File: config.mk
export PLATFORM = sky130hd
export DESIGN_NAME = pa_core_wbu
export DESIGN_NICKNAME = d
export VERILOG_FILES = /design/src/rtl/pa_core_wbu.sv
export SDC_FILE = /design/constraint.sdc
export NUM_CORES = 1
export LEC_CHECK = 0
export ABC_CLOCK_PERIOD_IN_PS = 2100
export BUFFER_PORTS_ARGS = -buffer_cell sky130_fd_sc_hd__buf_2
export CORE_AREA = 10 10 126 128
export CTS_CLUSTER_SIZE = 30
export DETAILED_ROUTE_END_ITERATION = 10
export DIE_AREA = 0 0 136 138
export GPL_TIMING_DRIVEN = 0
export PLACE_DENSITY_LB_ADDON = 0.08
export SLEW_MARGIN = 25
export SYNTH_ARGS = -nofsm -noshare
export SYNTH_HDL_FRONTEND = slang
export SYNTH_SLANG_ARGS = --single-unit
File: constraint.sdc
create_clock -name clk_i -period 2.1 [get_ports clk_i]
set_input_delay 0.21 -clock clk_i [delete_from_list [all_inputs] [get_ports clk_i]]
set_output_delay 0.21 -clock clk_i [all_outputs]
set_load 0.02 [all_outputs]
File: src/rtl/pa_core_wbu.sv
// Write-back unit: merges execute results and in-order load responses onto the
// single register-file write port, buffering execute results and raising decode hazard stalls.
module pa_core_wbu #(
    parameter int DATA_W     = 32,
    parameter int REG_AW     = 5,
    parameter int FIFO_DEPTH = 2,
    parameter int LD_OUTS    = 2
) (
    input  logic              clk_i,
    input  logic              rst_n_i,
    input  logic              exu_wb_vld_i,
    input  logic [REG_AW-1:0] exu_wb_addr_i,
    input  logic [DATA_W-1:0] exu_wb_data_i,
    output logic              exu_wb_rdy_o,
    input  logic              lsu_ld_issue_i,
    input  logic [REG_AW-1:0] lsu_ld_issue_addr_i,
    output logic              lsu_ld_issue_rdy_o,
    input  logic              lsu_ld_rsp_vld_i,
    input  logic [DATA_W-1:0] lsu_ld_rsp_data_i,
    input  logic [REG_AW-1:0] dec_rs1_i,
    input  logic [REG_AW-1:0] dec_rs2_i,
    input  logic [REG_AW-1:0] dec_rd_i,
    output logic              stall_o,
    output logic [REG_AW-1:0] reg_waddr_o,
    output logic              reg_waddr_vld_o,
    output logic [DATA_W-1:0] reg_wdata_o
);

    localparam int FPW = (FIFO_DEPTH > 1) ? $clog2(FIFO_DEPTH) : 1;
    localparam int FCW = $clog2(FIFO_DEPTH + 1);
    localparam int LPW = (LD_OUTS > 1) ? $clog2(LD_OUTS) : 1;
    localparam int LCW = $clog2(LD_OUTS + 1);

    logic [REG_AW-1:0] fifo_addr_q [FIFO_DEPTH];
    logic [DATA_W-1:0] fifo_data_q [FIFO_DEPTH];
    logic [FPW-1:0]    fifo_rd_q, fifo_rd_d, fifo_wr_q, fifo_wr_d;
    logic [FCW-1:0]    fifo_cnt_q, fifo_cnt_d;

    logic [REG_AW-1:0] lq_addr_q [LD_OUTS];
    logic [LPW-1:0]    lq_rd_q, lq_rd_d, lq_wr_q, lq_wr_d;
    logic [LCW-1:0]    lq_cnt_q, lq_cnt_d;

    logic [REG_AW-1:0] reg_waddr_q, reg_waddr_d;
    logic              reg_vld_q, reg_vld_d;
    logic [DATA_W-1:0] reg_wdata_q, reg_wdata_d;

    logic fifo_empty_s, fifo_full_s, lq_empty_s, lq_full_s;
    logic rsp_s, iss_s, exu_acc_s, exu_keep_s;
    logic fifo_pop_s, fifo_push_s, direct_s;
    logic stall_s;
    logic [REG_AW-1:0] lq_head_s;

    // True when a tracked destination collides with any decode operand; x0 never hazards.
    function automatic logic hazard_f(input logic [REG_AW-1:0] a,
                                      input logic [REG_AW-1:0] rs1,
                                      input logic [REG_AW-1:0] rs2,
                                      input logic [REG_AW-1:0] rd);
        return (a != {REG_AW{1'b0}}) && ((a == rs1) || (a == rs2) || (a == rd));
    endfunction

    assign fifo_empty_s = (fifo_cnt_q == {FCW{1'b0}});
    assign fifo_full_s  = (fifo_cnt_q == FCW'(FIFO_DEPTH));
    assign lq_empty_s   = (lq_cnt_q == {LCW{1'b0}});
    assign lq_full_s    = (lq_cnt_q == LCW'(LD_OUTS));
    assign lq_head_s    = lq_addr_q[lq_rd_q];

    // A response with nothing outstanding is ignored rather than writing garbage.
    assign rsp_s       = lsu_ld_rsp_vld_i && !lq_empty_s;
    assign iss_s       = lsu_ld_issue_i && !lq_full_s;
    assign exu_acc_s   = exu_wb_vld_i && !fifo_full_s;
    assign exu_keep_s  = exu_acc_s && (exu_wb_addr_i != {REG_AW{1'b0}});
    assign fifo_pop_s  = !rsp_s && !fifo_empty_s;
    assign direct_s    = !rsp_s && fifo_empty_s && exu_keep_s;
    assign fifo_push_s = exu_keep_s && !direct_s;

    // Write-port arbitration: load response, then FIFO head, then direct execute result.
    always_comb begin
        reg_vld_d   = 1'b0;
        reg_waddr_d = reg_waddr_q;
        reg_wdata_d = reg_wdata_q;
        if (rsp_s) begin
            reg_vld_d   = (lq_head_s != {REG_AW{1'b0}});
            reg_waddr_d = lq_head_s;
            reg_wdata_d = lsu_ld_rsp_data_i;
        end else if (!fifo_empty_s) begin
            reg_vld_d   = 1'b1;
            reg_waddr_d = fifo_addr_q[fifo_rd_q];
            reg_wdata_d = fifo_data_q[fifo_rd_q];
        end else if (exu_keep_s) begin
            reg_vld_d   = 1'b1;
            reg_waddr_d = exu_wb_addr_i;
            reg_wdata_d = exu_wb_data_i;
        end else begin
            reg_vld_d   = 1'b0;
        end
    end

    // Pointer and occupancy next-state for both queues.
    always_comb begin
        fifo_rd_d = fifo_pop_s ?
                    ((fifo_rd_q == FPW'(FIFO_DEPTH - 1)) ? {FPW{1'b0}} : fifo_rd_q + FPW'(1)) : fifo_rd_q;
        fifo_wr_d = fifo_push_s ?
                    ((fifo_wr_q == FPW'(FIFO_DEPTH - 1)) ? {FPW{1'b0}} : fifo_wr_q + FPW'(1)) : fifo_wr_q;
        lq_rd_d   = rsp_s ?
                    ((lq_rd_q == LPW'(LD_OUTS - 1)) ? {LPW{1'b0}} : lq_rd_q + LPW'(1)) : lq_rd_q;
        lq_wr_d   = iss_s ?
                    ((lq_wr_q == LPW'(LD_OUTS - 1)) ? {LPW{1'b0}} : lq_wr_q + LPW'(1)) : lq_wr_q;
        case ({fifo_push_s, fifo_pop_s})
            2'b10:   fifo_cnt_d = fifo_cnt_q + FCW'(1);
            2'b01:   fifo_cnt_d = fifo_cnt_q - FCW'(1);
            default: fifo_cnt_d = fifo_cnt_q;
        endcase
        case ({iss_s, rsp_s})
            2'b10:   lq_cnt_d = lq_cnt_q + LCW'(1);
            2'b01:   lq_cnt_d = lq_cnt_q - LCW'(1);
            default: lq_cnt_d = lq_cnt_q;
        endcase
    end

    // Hazard detection over live queue entries and the in-flight register write.
    always_comb begin
        stall_s = 1'b0;
        for (int i = 0; i < LD_OUTS; i++) begin
            stall_s = stall_s |
                      ((32'(LPW'(LPW'(i) - lq_rd_q)) < 32'(lq_cnt_q)) &&
                       hazard_f(lq_addr_q[i], dec_rs1_i, dec_rs2_i, dec_rd_i));
        end
        for (int j = 0; j < FIFO_DEPTH; j++) begin
            stall_s = stall_s |
                      ((32'(FPW'(FPW'(j) - fifo_rd_q)) < 32'(fifo_cnt_q)) &&
                       hazard_f(fifo_addr_q[j], dec_rs1_i, dec_rs2_i, dec_rd_i));
        end
        stall_s = stall_s | (reg_vld_q && hazard_f(reg_waddr_q, dec_rs1_i, dec_rs2_i, dec_rd_i));
    end

    // State registers; reset discards buffered writes and outstanding-load tracking.
    always_ff @(posedge clk_i or negedge rst_n_i) begin
        if (!rst_n_i) begin
            fifo_rd_q   <= {FPW{1'b0}};
            fifo_wr_q   <= {FPW{1'b0}};
            fifo_cnt_q  <= {FCW{1'b0}};
            lq_rd_q     <= {LPW{1'b0}};
            lq_wr_q     <= {LPW{1'b0}};
            lq_cnt_q    <= {LCW{1'b0}};
            reg_waddr_q <= {REG_AW{1'b0}};
            reg_vld_q   <= 1'b0;
            reg_wdata_q <= {DATA_W{1'b0}};
            for (int k = 0; k < FIFO_DEPTH; k++) begin
                fifo_addr_q[k] <= {REG_AW{1'b0}};
                fifo_data_q[k] <= {DATA_W{1'b0}};
            end
            for (int m = 0; m < LD_OUTS; m++) begin
                lq_addr_q[m] <= {REG_AW{1'b0}};
            end
        end else begin
            fifo_rd_q   <= fifo_rd_d;
            fifo_wr_q   <= fifo_wr_d;
            fifo_cnt_q  <= fifo_cnt_d;
            lq_rd_q     <= lq_rd_d;
            lq_wr_q     <= lq_wr_d;
            lq_cnt_q    <= lq_cnt_d;
            reg_waddr_q <= reg_waddr_d;
            reg_vld_q   <= reg_vld_d;
            reg_wdata_q <= reg_wdata_d;
            if (fifo_push_s) begin
                fifo_addr_q[fifo_wr_q] <= exu_wb_addr_i;
                fifo_data_q[fifo_wr_q] <= exu_wb_data_i;
            end
            if (iss_s) begin
                lq_addr_q[lq_wr_q] <= lsu_ld_issue_addr_i;
            end
        end
    end

    assign exu_wb_rdy_o       = !fifo_full_s;
    assign lsu_ld_issue_rdy_o = !lq_full_s;
    assign stall_o            = stall_s;
    assign reg_waddr_o        = reg_waddr_q;
    assign reg_waddr_vld_o    = reg_vld_q;
    assign reg_wdata_o        = reg_wdata_q;

endmodule

==> flow_summary.toml <==
[detailed_routing]
drt_wl_total_um = 19800
vias = 5596
via_per_inst = 5.57
dr.pass1.iters = 4
wl_per_cell_um = 19.7
drtIter0Drc = 306
drc = 0
ant_nets = 0

[power_and_ir_drop]
intPower_mw = 9.20
peakVddDrop_v = 0.000757
power_leakage_nw = 3.92
comb_power_share_pct = 47.7
p_total_mw = 15.0
power.density_nw_per_um2 = 1700
switching_power_mw = 5.75
switching_share_pct = 38.5
clkPwrFrac_pct = 20.2
power_frac_seq_pct = 32.1

[synthesis]
syn_area_um2 = 7200
synth_cell_type_count = 34
synth_edf_count = 0
netlist.area_leader.share_pct = 45.2
yosysWarnings = 0
ys_async_sr_fraction_pct = 100
ys_seq_area_share_pct = 45.2
yosysMostFrequentCell = "dfrtp_1"
yosys.area.top_type = "dfrtp_1"
ys_ff_latch = 130
synth_commonest_cells = "130 x dfrtp_1, 45 x nor2_1, 44 x xnor2_1"
synthFlopType = "dfrtp_1"
synthCells = 678
synth.avg_cell_area_um2 = 10.6
mappedNetlistNets = 774
ys_top_cells_by_area = "dfrtp_1 45%, mux2_4 6.3%, mux2i_1 6.0%"

[setup_path]
crit_family = "simple AND/OR/NAND/NOR gates"
start_kind = "register"
crit_required_ps = 1890
reg2regPathDepth = 7
cpPeakStageDelay_ps = 540
crit_chain = "or4_4 > o22ai_4 > o22ai_2 > or4_4 > buf_6"
critPathMaxFanout = 2
path_common_cell = "or4_4"
worst-setup-path-type = "reg2out"
cp.depth = 5
end_kind = "primary output"
crit_buf_inv = 1
cp_slowest_cell = "or4_4"
crit_arrival_ps = 2320

[global_route]
grt_usage_pct = 21.0
grt_pass1_wl_um = 31400
antenna_found_initial = 4
first_global_vias = 5922
grt.overflow.total = 0
grt_max_degree = 75

[layout]
layout-drive-gt1-share_pct = 31.7
fin_area_um2 = 8780
fin_util_pct = 65.1
regArea_um2 = 3260
fillers = 1129
synthToLayoutAreaGrowth_pct = 22.0
nNetsFinal = 909
multi_input_area_um2 = 3650
fin_cells = 1005

[floorplan]
fp.dieW_um = 136
core_area_um2 = 13500
ios = 135
die_area_um2 = 18800
row_count = 43
die_h_um = 138
start_util_pct = 53.3

[sta]
fmax_ghz = 0.395
slew_viol_final = 0
setup_viol = 5
rsz0062_at_grt = "true"
post-route-period-util_pct = 121
relSlewSlack_pct = 45.8
worstMarginPinSlew_ps = 812
fin_skew_ps = 10.6
fin_ws_ps = -432
layout_min_cycle_time_ps = 2530
final_hold_viol_count = 0

[placement]
dp_cells = 978
dp_hpwl_um = 14200
portBuffers = 119
gp_congestion = 0.893
placed_area_um2 = 8060

[clocking]
clk_pin_slew_ps = 50
cts_buffer_depth = 2
h-tree-depth = 4
numClockSinks = 130
ctsRootBufferMaster = "clkbuf_16"
cts-buffers-inserted = 17
clk_latency_ps = 420
cts_tree = "built"

[job]
maxCapViolCount = 0

[hold_path]
hp-class = "in2reg"
min_path_cells = 2

[outcome]
outcome = "finished, violations left"
violations = "setup timing"
logic make-up (layout without fill, tap and decap cells):
kind of cell | after synthesis | in the layout | synth area share, %
AO/OA/AOI/OAI | 125 | 125 | 10.2
XOR/XNOR | 85 | 85 | 10.3
adder cells (fa/ha/maj) | 2 | 2 | 0.348
buffers and inverters | 74 | 219 | 4.87
flip-flops | 130 | 130 | 45.2
multiplexers | 127 | 127 | 20.7
other | 0 | 2 | 0
AND/OR/NAND/NOR | 135 | 135 | 8.38
cell type report:
class / instances / area share, %
Antenna cell: 2 / 0.0570
Buffer: 60 / 3.49
Clock buffer: 24 / 5.71
Clock inverter: 5 / 1.14
Inverter: 2 / 0.0855
Multi-Input combinational cell: 474 / 41.5
Sequential cell: 130 / 37.1
Tap cell: 180 / 2.56
Timing Repair Buffer: 128 / 8.28
power groups by stage:
stage                     registers, mW  clock network, mW  logic [mW]
after floorplan                    4.86                  0        4.83
after CTS                          4.69               3.07        7.12
final                              4.80               3.03        7.13
after global placement             4.50                  0        6.83
after global routing               4.97               3.18        7.76
after detailed placement           4.59                  0        7.02
layer usage:
metal	track usage (%)	part of all wire [%]
met1	26.3	44
met2	33.3	48
met3	6.30	6.8
met4	8.02	1.9
met5	0	0.11
cells in the final DEF, fill, tap and decap left out, drive strengths merged, types with 3 or more instances in the layout:
master	Yosys	layout
a21oi	39	39
buf	32	151
or4	7	7
a211oi	33	33
bufinv	0	3
nor2	46	46
xnor2	44	44
nand2	44	44
nand3	15	15
xor2	41	41
nor3	17	17
mux2i	43	43
dfrtp	130	130
o22ai	3	3
mux2	84	84
a31oi	3	3
clkbuf	40	60
o21ai	45	45
worst reg2reg max path, delay by kind of cell (launching register included):
kind / cells / cell delay [ps]
adder cells (fa/ha/maj): 1 / 290
AO/OA/AOI/OAI: 1 / 390
buffers and inverters: 2 / 490
AND/OR/NAND/NOR: 2 / 410
flip-flops: 1 / 450
XOR/XNOR: 1 / 140
final timing paths:
path	from	to	slack, ps
max reg2reg	lq_cnt_q[1]$_DFFE_PN0P_	fifo_cnt_q[1]$_DFFE_PN0P_	-150
max in group asynchronous	rst_n_i	fifo_addr_q[7]$_DFFE_PN0P_	1040
min	exu_wb_data_i[9]	fifo_data_q[9]$_DFFE_PN0P_	40
min in group asynchronous	rst_n_i	lq_addr_q[5]$_DFFE_PN0P_	310
max	lq_addr_q[6]$_DFFE_PN0P_	stall_o	-430
min reg2reg	reg_wdata_o[20]$_DFFE_PN0P_	reg_wdata_o[20]$_DFFE_PN0P_	470
registers in the layout, summed over array words and instances, names as in the netlist, 2 cells and up:
register,flops
reg_waddr_o,5
fifo_data_q,64
reg_wdata_o,32
lq_addr_q,10
fifo_addr_q,10
lq_cnt_q,2
fifo_cnt_q,2
repair_timing:
action	CTS	global route
setup endpoints to repair	13	65
hold endpoints to repair	56	0
resized for setup	15	16
pin swaps	1	3
hold buffers	1	0
setup buffers	6	1
per-stage QoR:
step	worst slack (ps)	TNS, ps	hold slack [ps]
detailed placement	-300	-4890	163
finish	-432	-734	40.4
global placement	-861	-113910	451
CTS	-481	-919	25.0
floorplan	26.8	0	-85.6
global route	-490	-6610	38.6
Note: power is estimated with default switching activity, not from simulation.
